$ cat src/rtl/mlfpga_pkg.sv
// Shared scaler/collector constants.
// Default widths and row geometry.
package mlfpga_pkg;
    localparam int DATA_WIDTH  = 8;
    localparam int INDEX_WIDTH = DATA_WIDTH + 2;
    localparam int CELL_AMOUNT = 2;
    localparam int ROW_WIDTH   = DATA_WIDTH * CELL_AMOUNT;

    function automatic int cnt_width(input int cells);
        return (cells > 1) ? $clog2(cells) : 1;
    endfunction
endpackage

$ cat src/rtl/scaled_row_collector_if.sv
// Indexed element input plus row stream output
// of the scaled row collector.
interface scaled_row_collector_if
    import mlfpga_pkg::*;
#(
    parameter int DW = DATA_WIDTH,
    parameter int IW = INDEX_WIDTH,
    parameter int CA = CELL_AMOUNT
) ();
    logic [IW-1:0]    input_index;
    logic [DW-1:0]    input_value;
    logic             input_enable;
    logic [DW*CA-1:0] output_data;
    logic             output_valid;
    logic             output_ready;
    logic             overflow;
    logic             index_error;

    modport slave (
        input  input_index,
        input  input_value,
        input  input_enable,
        input  output_ready,
        output output_data,
        output output_valid,
        output overflow,
        output index_error
    );

    modport master (
        output input_index,
        output input_value,
        output input_enable,
        output output_ready,
        input  output_data,
        input  output_valid,
        input  overflow,
        input  index_error
    );
endinterface

$ cat src/rtl/scaled_row_collector_row_bank.sv
// One row register with per-lane writes
// and a full flag (set wins over clear).
module row_bank
    import mlfpga_pkg::*;
#(
    parameter int DW = DATA_WIDTH,
    parameter int CA = CELL_AMOUNT
) (
    input  logic             clk,
    input  logic             rst,
    input  logic [CA-1:0]    lane_we_i,
    input  logic [DW-1:0]    data_i,
    input  logic             set_i,
    input  logic             clr_i,
    output logic [DW*CA-1:0] row_o,
    output logic             full_o
);
    logic [DW*CA-1:0] row_q, row_d;
    logic             full_q, full_d;

    always_comb begin
        row_d = row_q;
        for (int l = 0; l < CA; l++) begin
            if (lane_we_i[l]) row_d[l*DW +: DW] = data_i;
        end
        full_d = full_q;
        if (set_i)      full_d = 1'b1;
        else if (clr_i) full_d = 1'b0;
    end

    always_ff @(posedge clk) begin
        if (rst) begin
            row_q  <= '0;
            full_q <= 1'b0;
        end else begin
            row_q  <= row_d;
            full_q <= full_d;
        end
    end

    assign row_o  = row_q;
    assign full_o = full_q;
endmodule

$ cat src/rtl/scaled_row_collector.sv
// Packs CELL_AMOUNT scaled values per row into two
// ping-pong banks and streams full rows out.
module scaled_row_collector
    import mlfpga_pkg::*;
#(
    parameter int DW = DATA_WIDTH,
    parameter int IW = INDEX_WIDTH,
    parameter int CA = CELL_AMOUNT
) (
    input logic clk,
    input logic rst,
    scaled_row_collector_if.slave bus
);
    localparam int CW = cnt_width(CA);
    localparam int RW = DW * CA;

    logic [CW-1:0] cnt_q, cnt_d;
    logic          wr_bank_q, wr_bank_d;
    logic          rd_bank_q, rd_bank_d;
    logic          overflow_q, overflow_d;
    logic          index_error_q, index_error_d;

    logic [1:0]    full;
    logic [RW-1:0] row [2];
    logic [CA-1:0] lane_we;
    logic [1:0]    set, clr;
    logic          valid, hs, accept, last;

    always_comb begin
        valid  = full[rd_bank_q];
        hs     = valid & bus.output_ready;
        // A bank being drained this cycle may be refilled in the same cycle
        accept = bus.input_enable &
                 (!full[wr_bank_q] |
                  (hs & (wr_bank_q == rd_bank_q)));
        last   = (cnt_q == CW'(CA - 1));

        lane_we = '0;
        if (accept) lane_we[cnt_q] = 1'b1;

        set = '0;
        clr = '0;
        set[wr_bank_q] = accept & last;
        clr[rd_bank_q] = hs;

        cnt_d         = cnt_q;
        wr_bank_d     = wr_bank_q;
        rd_bank_d     = rd_bank_q ^ hs;
        overflow_d    = overflow_q;
        index_error_d = index_error_q;

        if (accept) begin
            if (bus.input_index != IW'(cnt_q)) index_error_d = 1'b1;
            if (last) begin
                cnt_d     = '0;
                wr_bank_d = ~wr_bank_q;
            end else begin
                cnt_d = cnt_q + 1'b1;
            end
        end else if (bus.input_enable) begin
            overflow_d = 1'b1;
        end
    end

    always_ff @(posedge clk) begin
        if (rst) begin
            cnt_q         <= '0;
            wr_bank_q     <= 1'b0;
            rd_bank_q     <= 1'b0;
            overflow_q    <= 1'b0;
            index_error_q <= 1'b0;
        end else begin
            cnt_q         <= cnt_d;
            wr_bank_q     <= wr_bank_d;
            rd_bank_q     <= rd_bank_d;
            overflow_q    <= overflow_d;
            index_error_q <= index_error_d;
        end
    end

    for (genvar b = 0; b < 2; b++) begin : g_bank
        row_bank #(
            .DW(DW),
            .CA(CA)
        ) u_bank (
            .clk      (clk),
            .rst      (rst),
            .lane_we_i(wr_bank_q == b[0] ? lane_we : '0),
            .data_i   (bus.input_value),
            .set_i    (set[b]),
            .clr_i    (clr[b]),
            .row_o    (row[b]),
            .full_o   (full[b])
        );
    end

    assign bus.output_data  = row[rd_bank_q];
    assign bus.output_valid = valid;
    assign bus.overflow     = overflow_q;
    assign bus.index_error  = index_error_q;
endmodule

$ cat src/flat_wrapper.sv
// flat-port wrapper written by rule: the top's interface ports become plain ports
module scaled_row_collector_flat import mlfpga_pkg::*;
#(
    parameter int DW = DATA_WIDTH,
    parameter int IW = INDEX_WIDTH,
    parameter int CA = CELL_AMOUNT
)
  (clk, rst, bus_input_index, bus_input_value, bus_input_enable, bus_output_ready, bus_output_data, bus_output_valid, bus_overflow, bus_index_error);
  scaled_row_collector_if #(.DW(DW), .IW(IW), .CA(CA)) bus_i ();
  input logic clk;
  input logic rst;
  input wire logic [$bits(bus_i.input_index)-1:0] bus_input_index;
  input wire logic [$bits(bus_i.input_value)-1:0] bus_input_value;
  input wire logic [$bits(bus_i.input_enable)-1:0] bus_input_enable;
  input wire logic [$bits(bus_i.output_ready)-1:0] bus_output_ready;
  output wire logic [$bits(bus_i.output_data)-1:0] bus_output_data;
  output wire logic [$bits(bus_i.output_valid)-1:0] bus_output_valid;
  output wire logic [$bits(bus_i.overflow)-1:0] bus_overflow;
  output wire logic [$bits(bus_i.index_error)-1:0] bus_index_error;
  assign bus_i.input_index = bus_input_index;
  assign bus_i.input_value = bus_input_value;
  assign bus_i.input_enable = bus_input_enable;
  assign bus_i.output_ready = bus_output_ready;
  assign bus_output_data = bus_i.output_data;
  assign bus_output_valid = bus_i.output_valid;
  assign bus_overflow = bus_i.overflow;
  assign bus_index_error = bus_i.index_error;
  scaled_row_collector #(.DW(DW), .IW(IW), .CA(CA)) u_core (.clk(clk), .rst(rst), .bus(bus_i));
endmodule
$ cat config.mk
export PLATFORM = sky130hd
export DESIGN_NAME = scaled_row_collector_flat
export DESIGN_NICKNAME = d
export VERILOG_FILES = /design/src/rtl/mlfpga_pkg.sv /design/src/rtl/scaled_row_collector_if.sv /design/src/rtl/scaled_row_collector_row_bank.sv /design/src/rtl/scaled_row_collector.sv /design/src/flat_wrapper.sv
export SDC_FILE = /design/constraint.sdc
export NUM_CORES = 1
export LEC_CHECK = 0
export BUFFER_PORTS_ARGS = -buffer_cell sky130_fd_sc_hd__buf_4
export CORE_MARGIN = 3
export CORE_UTILIZATION = 50
export DETAILED_ROUTE_END_ITERATION = 10
export PLACE_DENSITY = 0.76
export SYNTH_ARGS = -nofsm -noshare
export SYNTH_HDL_FRONTEND = slang
export SYNTH_HIERARCHICAL = 1
export SYNTH_SLANG_ARGS = --single-unit
$ cat constraint.sdc
create_clock -name clk -period 2.3 [get_ports clk]
set_clock_uncertainty 0.2 [all_clocks]
set_input_delay 0.115 -clock clk [delete_from_list [all_inputs] [get_ports clk]]
set_output_delay 0.115 -clock clk [all_outputs]
set_load 0.05 [all_outputs]
Yosys cells after proc, flatten, opt, wreduce, memory -nomap -nowiden
Index checks and enable logic that the tools add are counted.

Add/subtract/negate cells: 1. $lt $le $gt $ge: 7. Eq/ne operators: 2. Muxes and demuxes: 21. Bitwise gates (word level): 11. Reduce and logical (&&, ||, !) cells: 9.

Operators with widths (count): $mux 16 (3); $mux 1 (12); $ne 10x1->1 (1); $lt 1x2->1 const B (3); $mux 2 (3); $reduce_and 2->1 (3); $and 1x1->1 (4); $and 2x2->2 (2); $reduce_bool 2->1 (2); $demux 1 s1 (3); $ge 1x1->1 const B (3); $logic_and 1x1->1 (3); $ge 2x2->1 const B (1); $not 1->1 (2); $not 1->2 (1); $add 1x1->1 const B (1); $eq 1x1->1 (1); $logic_not 1->1 (1); $or 1x1->1 (1); $xor 1x1->1 (1).

Flip-flop bits (word level): 39. Output and inout bits: 19. Logic and storage cells: 62.

Logic depth before layout (Yosys ltp)
Depth after elaboration: 9. Gate-level depth with buffers: 8. Mapped depth without buffers: 6.

Hierarchy
The synthesis kept the hierarchy.

By module, submodules not included: row_bank (times used 2, cells an instance 56, area an instance 614.3 sq um, seq. area each 340.3 sq um); scaled_row_collector (times used 1, cells an instance 54, area an instance 525.5 sq um, seq. area each 100.1 sq um).

Worst setup path before layout
No wires, ideal clock.

Kind: register to register. Start: register u_core.rd_bank_q. End: register u_core.g_bank[0].u_bank.row_q[5]. Data arrival time: 1.569 ns. Required time: 1.984 ns. Slack: 0.415 ns. Cell stages (with the launch flop): 8. Path buffers: 2. Clock period less this slack: 1.885 ns. Cells stage by stage: dfxtp_1 -> buf_4 -> nand2b_4 -> a221oi_4 -> nor3b_1 -> buf_6 -> mux2i_1 -> nor2_1.

Longest elaborated chain between the ends: 8. Elaborated cells between the ends (all ways): 9. Those cells by class: 1 x eq/ne; 4 x mux; 4 x bitwise.

RTL lines: start: declaration (RTL line scaled_row_collector.sv:19) `logic rd_bank_q, rd_bank_d;`; start signal: assignment (RTL line scaled_row_collector.sv:75) `rd_bank_q <= rd_bank_d;`; $mux 1 (implied by the code) (2 in series) (RTL line scaled_row_collector.sv:30) `valid = full[rd_bank_q];`; $and 1x1->1 (RTL line scaled_row_collector.sv:31) `hs = valid & bus.output_ready;`; $and 1x1->1 (*) (RTL line scaled_row_collector.sv:35) `(hs & (wr_bank_q == rd_bank_q)));`; $or 1x1->1 (*) (RTL line scaled_row_collector.sv:34) `(!full[wr_bank_q] |`; $and 1x1->1 (*) (RTL line scaled_row_collector.sv:33) `accept = bus.input_enable &`; $mux 2 (*) (RTL line scaled_row_collector.sv:39) `if (accept) lane_we[cnt_q] = 1'b1;`; $mux 2 (*) (RTL line scaled_row_collector.sv:88) `.lane_we_i(wr_bank_q == b[0] ? lane_we : '0),`; end signal: assignment (RTL line scaled_row_collector_row_bank.sv:36) `row_q <= row_d;`; end: declaration (RTL line scaled_row_collector_row_bank.sv:18) `logic [DW*CA-1:0] row_q, row_d;`.

Every way passes the cells marked *; elsewhere a longest branch is shown, timed or not. The select of a mux whose other input is x is not followed. A chain may end at the register's enable or synchronous reset.

Worst setup path after layout
Start: register u_core.wr_bank_q. End: register u_core.g_bank[0].u_bank.row_q[0].

Longest elaborated chain between the ends: 7. Elaborated cells between the ends (all ways): 9. Those cells by class: 1 x eq/ne; 4 x mux; 3 x bitwise; 1 x reduce/logical.

RTL lines: start: declaration (RTL line scaled_row_collector.sv:18) `logic wr_bank_q, wr_bank_d;`; start signal: assignment (RTL line scaled_row_collector.sv:74) `wr_bank_q <= wr_bank_d;`; $mux 1 (implied by the code) (2 in series) (RTL line scaled_row_collector.sv:34); $logic_not 1->1 (RTL line scaled_row_collector.sv:34); $or 1x1->1 (RTL line scaled_row_collector.sv:34); $and 1x1->1 (RTL line scaled_row_collector.sv:33); $mux 2 (RTL line scaled_row_collector.sv:39); $mux 2 (*) (RTL line scaled_row_collector.sv:88).

Marks and branches as above.

==> impl_metrics.ini <==
[status]
run_status = completed

[synth]
synth_cell_types = 26
syn_area_mm2 = 0.00175
synth_top_area_cell = dfxtp_1
synthCells = 166
synth_top_area_share_pct = 44.5
ys_warn_count = 6
synth.area.top_cells = dfxtp_1, mux2i_1, mux2_2
syn_area_per_cell_um2 = 10.6
synth_ff_type = dfxtp_1
ys_top_cells_by_count = dfxtp_1, nor2_1, mux2i_1
synth_most_common_cell = dfxtp_1
synth_edf_count = 0
ys_ff_latch = 39
syn-num-nets = 190
async_flop_share_pct = 0
yosysSeqAreaShare_pct = 44.5

[sta]
report.final.slew_viol_count = 0
fin_crit_sh_pct = 91.2
timing.fmax_mhz = 477
hold_viol = 0
worst_hold_slack_ps = 20.0
min_period_ps = 2100
max_slew_margin_pct = 74.6
worst_slew_pin_slew_ps = 382
finalSetupViolations = 0
rsz0062_at_grt = no
fin_ws_ps = 203
tns_ps = 0

[floorplanning]
start_util_pct = 54.8
core-area_mm2 = 0.00320
fp.dieH_um = 65.2
die_area_mm2 = 0.00425
die_w_um = 65.2
ios = 41
num_rows = 20

[global_routing]
antenna_found_initial = 0
grt_overflow = 0
grt_usage_pct = 19.4
grt_pass1_wl_um = 6380
grt_pass1_vias = 1353
grt_max_degree = 40

[drt]
vias = 1331
drtIter0Drc = 71
drtAntennaViolNets = 0
wirelength_um = 3700
drc_errors = 0
firstDrtPassIters = 4
wl_per_cell_um = 13.9
via_per_inst = 4.99

[power_and_ir_drop]
power_density_mw_per_mm2 = 622
irDropWorstVdd_mv = 0.408
p_leak_nw = 0.940

[clock_tree]
cts_tree = done
htree_levels = 2
cts_buffer_depth = 2
cts.clk_slew.worst_paths_ps = 110
cts-resized-gates = 0
clock_latency_ps = 350
post_cts_buffers = 0
clock_tree.root_cell = clkbuf_4
cts.sinks = 39
cts_buffers = 5

[cells_and_area]
seq_area_um2 = 781
diodes = 0
post-route-util_pct = 70.7
nNetsFinal = 246
drive_above_1_share_pct = 36.3
num-fill-cells = 268
synthToLayoutAreaGrowth_pct = 29.0
multi_input_area_um2 = 875

[hold_path]
min_path_type = input pin to flip-flop

[flow_run]
cap_viol_max_count = 0

[worst_setup_path]
path_delay_family = flip-flops
path_max_fanout = 8
timing.critical_path.from_type = flip-flop
crit_type = flip-flop to flip-flop
required_ps = 2330
critPathCaptureType = flip-flop
critPathArrivalTime_ps = 2130
slowest_stage = dfxtp_1
critPathMaxStageDelay_ps = 550
crit_chain = nor2b_2 > a221oi_4 > nor3b_2 > buf_4 > mux2i_1 > nor2_1
critPathBufInv = 1

[placed_design]
port_buffers = 40
hpwl_um = 2590
post-place-ws_ps = 243
gp_congestion = 0.753
## placed cells by master (no fill, tap or decap)
cell	n
nor3_1	2
nor2b_2	1
and2_1	1
buf_4	48
a221oi_4	1
nor2_1	38
dlygate4sd3_1	12
mux2_2	17
o21ba_2	1
and3_2	1
clkbuf_4	5
nand2b_1	2
nor4b_2	1
nand2b_4	1
ha_1	2
nor3b_2	1
inv_1	4
a21oi_1	4
nand4_1	1
nor4_1	1
nand2_1	1
a22oi_1	1
clkinvlp_4	2
xnor2_1	2
clkinv_2	1
mux2i_1	32
dfxtp_1	39
a21boi_2	1
## power by group
part	leakage, nW	switching, W	internal, W
combinational	0.596	0.000182	0.000147
sequential	0.317	0.0000245	0.000708
clock	0.0272	0.000229	0.000117
## state kept, by name, indices dropped and copies added (netlist names)
name,cells
u_core/g_bank.u_bank/row_o,32
u_core/g_bank.u_bank/full_o,2
u_core/bus.index_error,1
u_core/bus.overflow,1
u_core/cnt_q,1
u_core/rd_bank_q,1
u_core/wr_bank_q,1
## worst reg2reg max path, cell delays in order, from the launching register on
cell and delay (ps):
dfxtp_1 550, nor2b_2 120, a221oi_4 360, nor3b_2 300, buf_4 210, mux2i_1 190, nor2_1 50
## final cells by class
cell class,count,share of cell area (%)
inverter,4,0.663
multi-input combinational,112,38.6
clock buffer,5,1.66
clock inverter,3,0.884
timing repair buffer,60,21.2
sequential,39,34.5
tap,44,2.43
## logic make-up after synthesis
logic type      count (synthesis)  synth area share, %
compound gates                  8                 4.28
buf+inv                        15                 6.28
fa+ha+maj                       2                 1.43
mux                            49                 29.2
xor+xnor                        2                0.999
simple gates                   51                 13.3
flops                          39                 44.5
## routing by layer
metal / vias to the layer above / wire length, µm / global-route usage, %
met5: - / 0 / 0
met4: 0 / 42 / 6.22
met3: 5 / 189 / 5.47
met2: 32 / 1910 / 34.1
met1: 621 / 1560 / 22.5
li1: 673 / - / -
## through the flow
step	total power, W	cells	instance area, µm²
3_5_place_dp	0.00106	247	2090
5_1_grt	0.00147	267	2260
6_report	0.00141	267	2260
3_3_place_gp	0.00105	247	2090
4_1_cts	0.00142	268	2270
2_1_floorplan	0.000964	166	1750
## repair_timing
item	4_1_cts	5_1_grt
hold endpoints to repair	37	0
setup endpoints to repair	0	1
hold buffers	13	0
## worst paths after layout
kind	from	end	slack (ps)	cells past startpoint
setup / recovery	u_core/wr_bank_q$_SDFFE_PP0P_	u_core/g_bank[0].u_bank/row_o[0]$_SDFFE_PP0P_	200	6
hold / removal	bus_output_ready	u_core/rd_bank_q$_SDFF_PP0_	20	4
setup reg to reg	u_core/wr_bank_q$_SDFFE_PP0P_	u_core/g_bank[0].u_bank/row_o[0]$_SDFFE_PP0P_	200	6
hold reg to reg	u_core/bus.overflow$_SDFFE_PP0P_	u_core/bus.overflow$_SDFFE_PP0P_	290	1
Power figures use the tool's default switching activity.
